[src/rtl/dsp_file_arbiter.sv]
// rtl/dsp_file_arbiter.sv - round-robin arbiter sharing one DSP file-store port among four engines
module dsp_file_arbiter #(
    parameter int dw      = 32,
    parameter int TIMEOUT = 1024
) (
    input  logic            wb_clk,
    input  logic            wb_rst_n,
    input  logic [31:0]     req_file_num,
    input  logic [3:0]      req_file_read,
    input  logic [3:0]      req_file_write,
    input  logic [4*dw-1:0] req_file_write_data,
    output logic [3:0]      req_file_active,
    output logic [dw-1:0]   req_file_read_data,
    output logic [7:0]      file_num,
    output logic            file_read,
    output logic            file_write,
    output logic [dw-1:0]   file_write_data,
    input  logic            file_active,
    input  logic [dw-1:0]   file_read_data,
    input  logic            err_clr,
    output logic [3:0]      grant,
    output logic [31:0]     arb_status
);

    localparam logic [1:0] ARB_IDLE    = 2'd0;
    localparam logic [1:0] ARB_REQ     = 2'd1;
    localparam logic [1:0] ARB_ACTIVE  = 2'd2;
    localparam logic [1:0] ARB_RELEASE = 2'd3;

    localparam logic [15:0] WD_LAST = 16'(TIMEOUT - 1);

    logic [1:0]  state;
    logic [1:0]  rr_ptr;
    logic [1:0]  gnt_id;
    logic [1:0]  winner;
    logic [15:0] watchdog;
    logic        to_err;
    logic [1:0]  to_id;
    logic        coll_err;
    logic [1:0]  coll_id;
    logic [3:0]  req;
    logic        g_rd;
    logic        g_wr;
    logic        in_req;
    logic        collision;
    logic        timeout_hit;

    assign req = req_file_read | req_file_write;

    // Scan downward so the request closest to rr_ptr is the last (winning) assignment.
    always_comb begin
        winner = rr_ptr;
        for (int k = 3; k >= 0; k--) begin
            if (req[rr_ptr + 2'(k)]) begin
                winner = rr_ptr + 2'(k);
            end
        end
    end

    always_comb begin
        file_num        = '0;
        file_write_data = '0;
        g_rd            = 1'b0;
        g_wr            = 1'b0;
        for (int i = 0; i < 4; i++) begin
            if (grant[i]) begin
                file_num        = req_file_num[8*i +: 8];
                file_write_data = req_file_write_data[dw*i +: dw];
                g_rd            = req_file_read[i];
                g_wr            = req_file_write[i];
            end
        end
    end

    assign in_req      = (state == ARB_REQ);
    assign collision   = in_req & g_rd & g_wr;
    assign file_write  = in_req & g_wr;
    assign file_read   = in_req & g_rd & ~g_wr;
    assign timeout_hit = ((state == ARB_REQ) || (state == ARB_ACTIVE)) && (watchdog == WD_LAST);

    assign req_file_active    = {4{file_active}} & grant;
    assign req_file_read_data = file_read_data;
    assign arb_status = {21'd0, coll_id, coll_err, to_id, to_err, (state != ARB_IDLE), grant};

    always_ff @(posedge wb_clk or negedge wb_rst_n) begin
        if (!wb_rst_n) begin
            state    <= ARB_IDLE;
            grant    <= 4'd0;
            gnt_id   <= 2'd0;
            rr_ptr   <= 2'd0;
            watchdog <= 16'd0;
            to_err   <= 1'b0;
            to_id    <= 2'd0;
            coll_err <= 1'b0;
            coll_id  <= 2'd0;
        end else begin
            case (state)
                ARB_IDLE: begin
                    if (|req) begin
                        grant    <= 4'b0001 << winner;
                        gnt_id   <= winner;
                        watchdog <= 16'd0;
                        state    <= ARB_REQ;
                    end
                end
                ARB_REQ: begin
                    watchdog <= watchdog + 16'd1;
                    if (timeout_hit) begin
                        state <= ARB_RELEASE;
                    end else if (file_active) begin
                        state <= ARB_ACTIVE;
                    end
                end
                ARB_ACTIVE: begin
                    watchdog <= watchdog + 16'd1;
                    if (timeout_hit || !file_active) begin
                        state <= ARB_RELEASE;
                    end
                end
                ARB_RELEASE: begin
                    // Dead cycle lets the engine observe file_active low before the next grant.
                    grant  <= 4'd0;
                    rr_ptr <= gnt_id + 2'd1;
                    state  <= ARB_IDLE;
                end
                default: state <= ARB_IDLE;
            endcase

            // A fresh error outranks a simultaneous clear.
            if (timeout_hit) begin
                to_err <= 1'b1;
                to_id  <= gnt_id;
            end else if (err_clr) begin
                to_err <= 1'b0;
                to_id  <= 2'd0;
            end

            if (collision) begin
                coll_err <= 1'b1;
                coll_id  <= gnt_id;
            end else if (err_clr) begin
                coll_err <= 1'b0;
                coll_id  <= 2'd0;
            end
        end
    end

endmodule

[config.mk]
export PLATFORM = sky130hd
export DESIGN_NAME = dsp_file_arbiter
export DESIGN_NICKNAME = d
export VERILOG_FILES = /design/src/rtl/dsp_file_arbiter.sv
export SDC_FILE = /design/constraint.sdc
export NUM_CORES = 1
export LEC_CHECK = 0
export CAP_MARGIN = 10
export CORE_AREA = 2 2 122 124
export DETAILED_ROUTE_END_ITERATION = 6
export DIE_AREA = 0 0 124 126
export PLACE_DENSITY_LB_ADDON = 0.25
export REMOVE_ABC_BUFFERS = 1
export SETUP_SLACK_MARGIN = 0.4
export SYNTH_ARGS = -nofsm -noshare
export SYNTH_HDL_FRONTEND = slang
export SYNTH_SLANG_ARGS = --single-unit
[constraint.sdc]
create_clock -name wb_clk -period 2.2 [get_ports wb_clk]
set_input_delay 0.33 -clock wb_clk [delete_from_list [all_inputs] [get_ports wb_clk]]
set_output_delay 0.33 -clock wb_clk [all_outputs]
set_load 0.05 [all_outputs]
==> impl_metrics.ini <==
[layout]
syn_to_final_growth_pct = 127.1
drive_above_1_share_pct = 40.14
multi_input_area_mm2 = 0.002998
fillers = 1194
nets = 939
regArea_um2 = 808.3

[sta]
slew_headroom_pct = 55.59
setup_viol = 1
tns_ps = -2.423
fin_crit_sh_pct = 100.1
slew_viol_final = 0
worst_pin_slew_ps = 657.9
rsz0062_at_grt = true
fin_crit_ps = 2202
skew_ps = 7.037
hold_viol = 0
fmax_ghz = 0.4540
setup_ws_ps = -2.423

[logic_synthesis]
yosys.area_share.simple_pct = 23.66
async_flop_share_pct = 100.0
synth_fa_ha_area_share_pct = 2.063
synth-compound-area-share_pct = 31.71
synth_commonest_cells = 61 x buf_4, 49 x nand2_1, 46 x o31ai_1
synthMuxAreaShare_pct = 2.407
synth.most_common_cell = buf_4
synth_top_family_by_area = compound AO/OA/AOI/OAI gates
ys.flop_type = dfrtp_1
synth_area_leader_cell = dfrtp_1
synth_enable_flop_cells = 0
synth_cell_types = 59
post_synth.cell_area_avg_um2 = 7.876
synth_xor_area_share_pct = 0.7221
synthDominantCellAreaShare_pct = 22.01
seq_area_frac_synth_pct = 22.01
syn_area_mm2 = 0.003638
synthTopCellsByArea = dfrtp_1 22%, buf_4 13%, a221oi_1 10%
ys_warn_count = 0
synthCells = 462
ys_seq_elements = 32

[placement]
io_buffers = 232
globalplace.congestion = 0.8793
dpl_worst_slack_ps = -106.6
dp_hpwl_mm = 13.50

[worst_setup_path]
crit_path_end_kind = output port
worstPathRequired_ps = 1870
start_kind = flop
path_class = reg2out
arrival_ps = 1870
r2r_cells = 9
path_max_fanout = 5

[clock_tree]
cts_made_buffers = 5
path_clk_slew_ps = 60
cts_buffer_depth = 2
h-tree-depth = 2
clock_sinks = 32
cts_tree = built
cts_root_buf = clkbuf_16
postCtsHoldBufs = 0
clk_latency_ps = 280

[route]
drt-pass1-iter-count = 4
first_iter_violations = 279
wl_per_cell_um = 23.03
via_count = 4917
antenna_left = 0
drc = 0
routed_via_density = 5.374
finalWirelength_mm = 21.07

[global_routing]
antenna_found_initial = 1
grt_first_pass_wirelength_mm = 28.02
grt_pass1_vias = 4852
grt_max_degree = 42
grtUsageTotal_pct = 23.30
grt_overflow = 0

[floorplanning]
start_util_pct = 25.42
die_area_mm2 = 0.01562
die_w_um = 124
die_h_um = 126
pin_count = 318
fp-row-count = 44
coreArea_mm2 = 0.01431

[run_status]
violations = negative setup slack
status = finished with violations

[pwr]
power.density_mw_per_mm2 = 1633
power_leakage_nw = 3.325
peakVddDrop_uv = 1040
power_mw = 13.49

[min_path]
hold_path.class = in2async

[job]
cap_violations = 0
sequential cells by signal, indices dropped and copies added (netlist names):
| register | cells |
|---|---|
| coll_err | 1 |
| coll_id | 2 |
| gnt_id | 2 |
| grant | 4 |
| rr_ptr | 2 |
| state | 2 |
| to_err | 1 |
| to_id | 2 |
| watchdog | 16 |
area by class of cell:
cell class              count  share of cell area [%]
clock buffers               8                   1.771
inverters                  11                  0.5450
well taps                 184                   2.786
multi-input cells         347                   36.28
repair buffers            332                   48.81
diodes                      1                 0.03028
flip-flops and latches     32                   9.780
report_power, final:
| part | internal, mW | switching [mW] |
|---|---|---|
| combinational | 5.78 | 6.03 |
| sequential | 0.743 | 0.228 |
| clock | 0.451 | 0.257 |
logic make-up (layout without fill, tap and decap cells):
logic type | count (synthesis) | count (layout)
AO/OA/AOI/OAI | 155 | 155
XOR/XNOR | 3 | 3
adder cells (fa/ha/maj) | 6 | 6
buffers and inverters | 103 | 351
flip-flops | 32 | 32
multiplexers | 8 | 8
other | 1 | 22
AND/OR/NAND/NOR | 154 | 154
final timing paths:
kind	startpoint	slack, ps	endpoint
max reg2reg	state[1]$_DFFE_PN0P_	210	watchdog[11]$_DFFE_PN0P_
min in group wb_clk	to_err$_DFFE_PN0P_	510	to_err$_DFFE_PN0P_
min	wb_rst_n	460	watchdog[1]$_DFFE_PN0P_
max in group asynchronous	wb_rst_n	1410	grant[3]$_DFFE_PN0P_
max	grant[1]$_DFFE_PN0P_	-2	file_read
min reg2reg	to_err$_DFFE_PN0P_	510	to_err$_DFFE_PN0P_
placed cells by master (no fill, tap or decap), types with 16 or more instances in the layout:
| cell | n |
|---|---|
| a221oi_1 | 21 |
| buf_12 | 51 |
| clkdlybuf4s50_1 | 167 |
| clkbuf_16 | 19 |
| a221oi_2 | 16 |
| nand2_1 | 47 |
| buf_6 | 25 |
| buf_4 | 56 |
| dfrtp_1 | 28 |
| nor2b_1 | 42 |
| conb_1 | 21 |
| o31ai_2 | 39 |
metal layers:
| layer | track usage (%) | routed length [um] | vias up |
|---|---|---|---|
| met3 | 8.243 | 1943 | 39 |
| li1 | - | - | 2205 |
| met4 | 7.733 | 525 | 0 |
| met5 | 1.974 | 0 | - |
| met2 | 42.99 | 11210 | 237 |
| met1 | 23.95 | 7391 | 2436 |
through the flow:
stage,cells,hold slack [ps],utilization (%),instance area [um^2]
detailed placement,852,496.5,46.08,6596
global placement,852,478.4,46.08,6596
floorplan,390,34.41,-,3124
CTS,894,486.1,52.77,7553
finish,915,460.0,57.74,8264
global route,914,504.0,57.72,8262
critical path: stages (launching register included):
cell and delay (ps):
dfrtp_2 450, buf_4 160, nand3b_1 180, a221oi_2 270, o21ai_1 90, nor3_1 150, buf_4 150, buf_12 130
what timing repair did:
action                     4_1_cts  5_1_grt
setup endpoints to repair       75       71
buffers inserted                29       13
gates cloned                     5        7
pin swaps                       26       37
resized for setup              114       90
No activity file was read; power rests on OpenSTA's default activity.
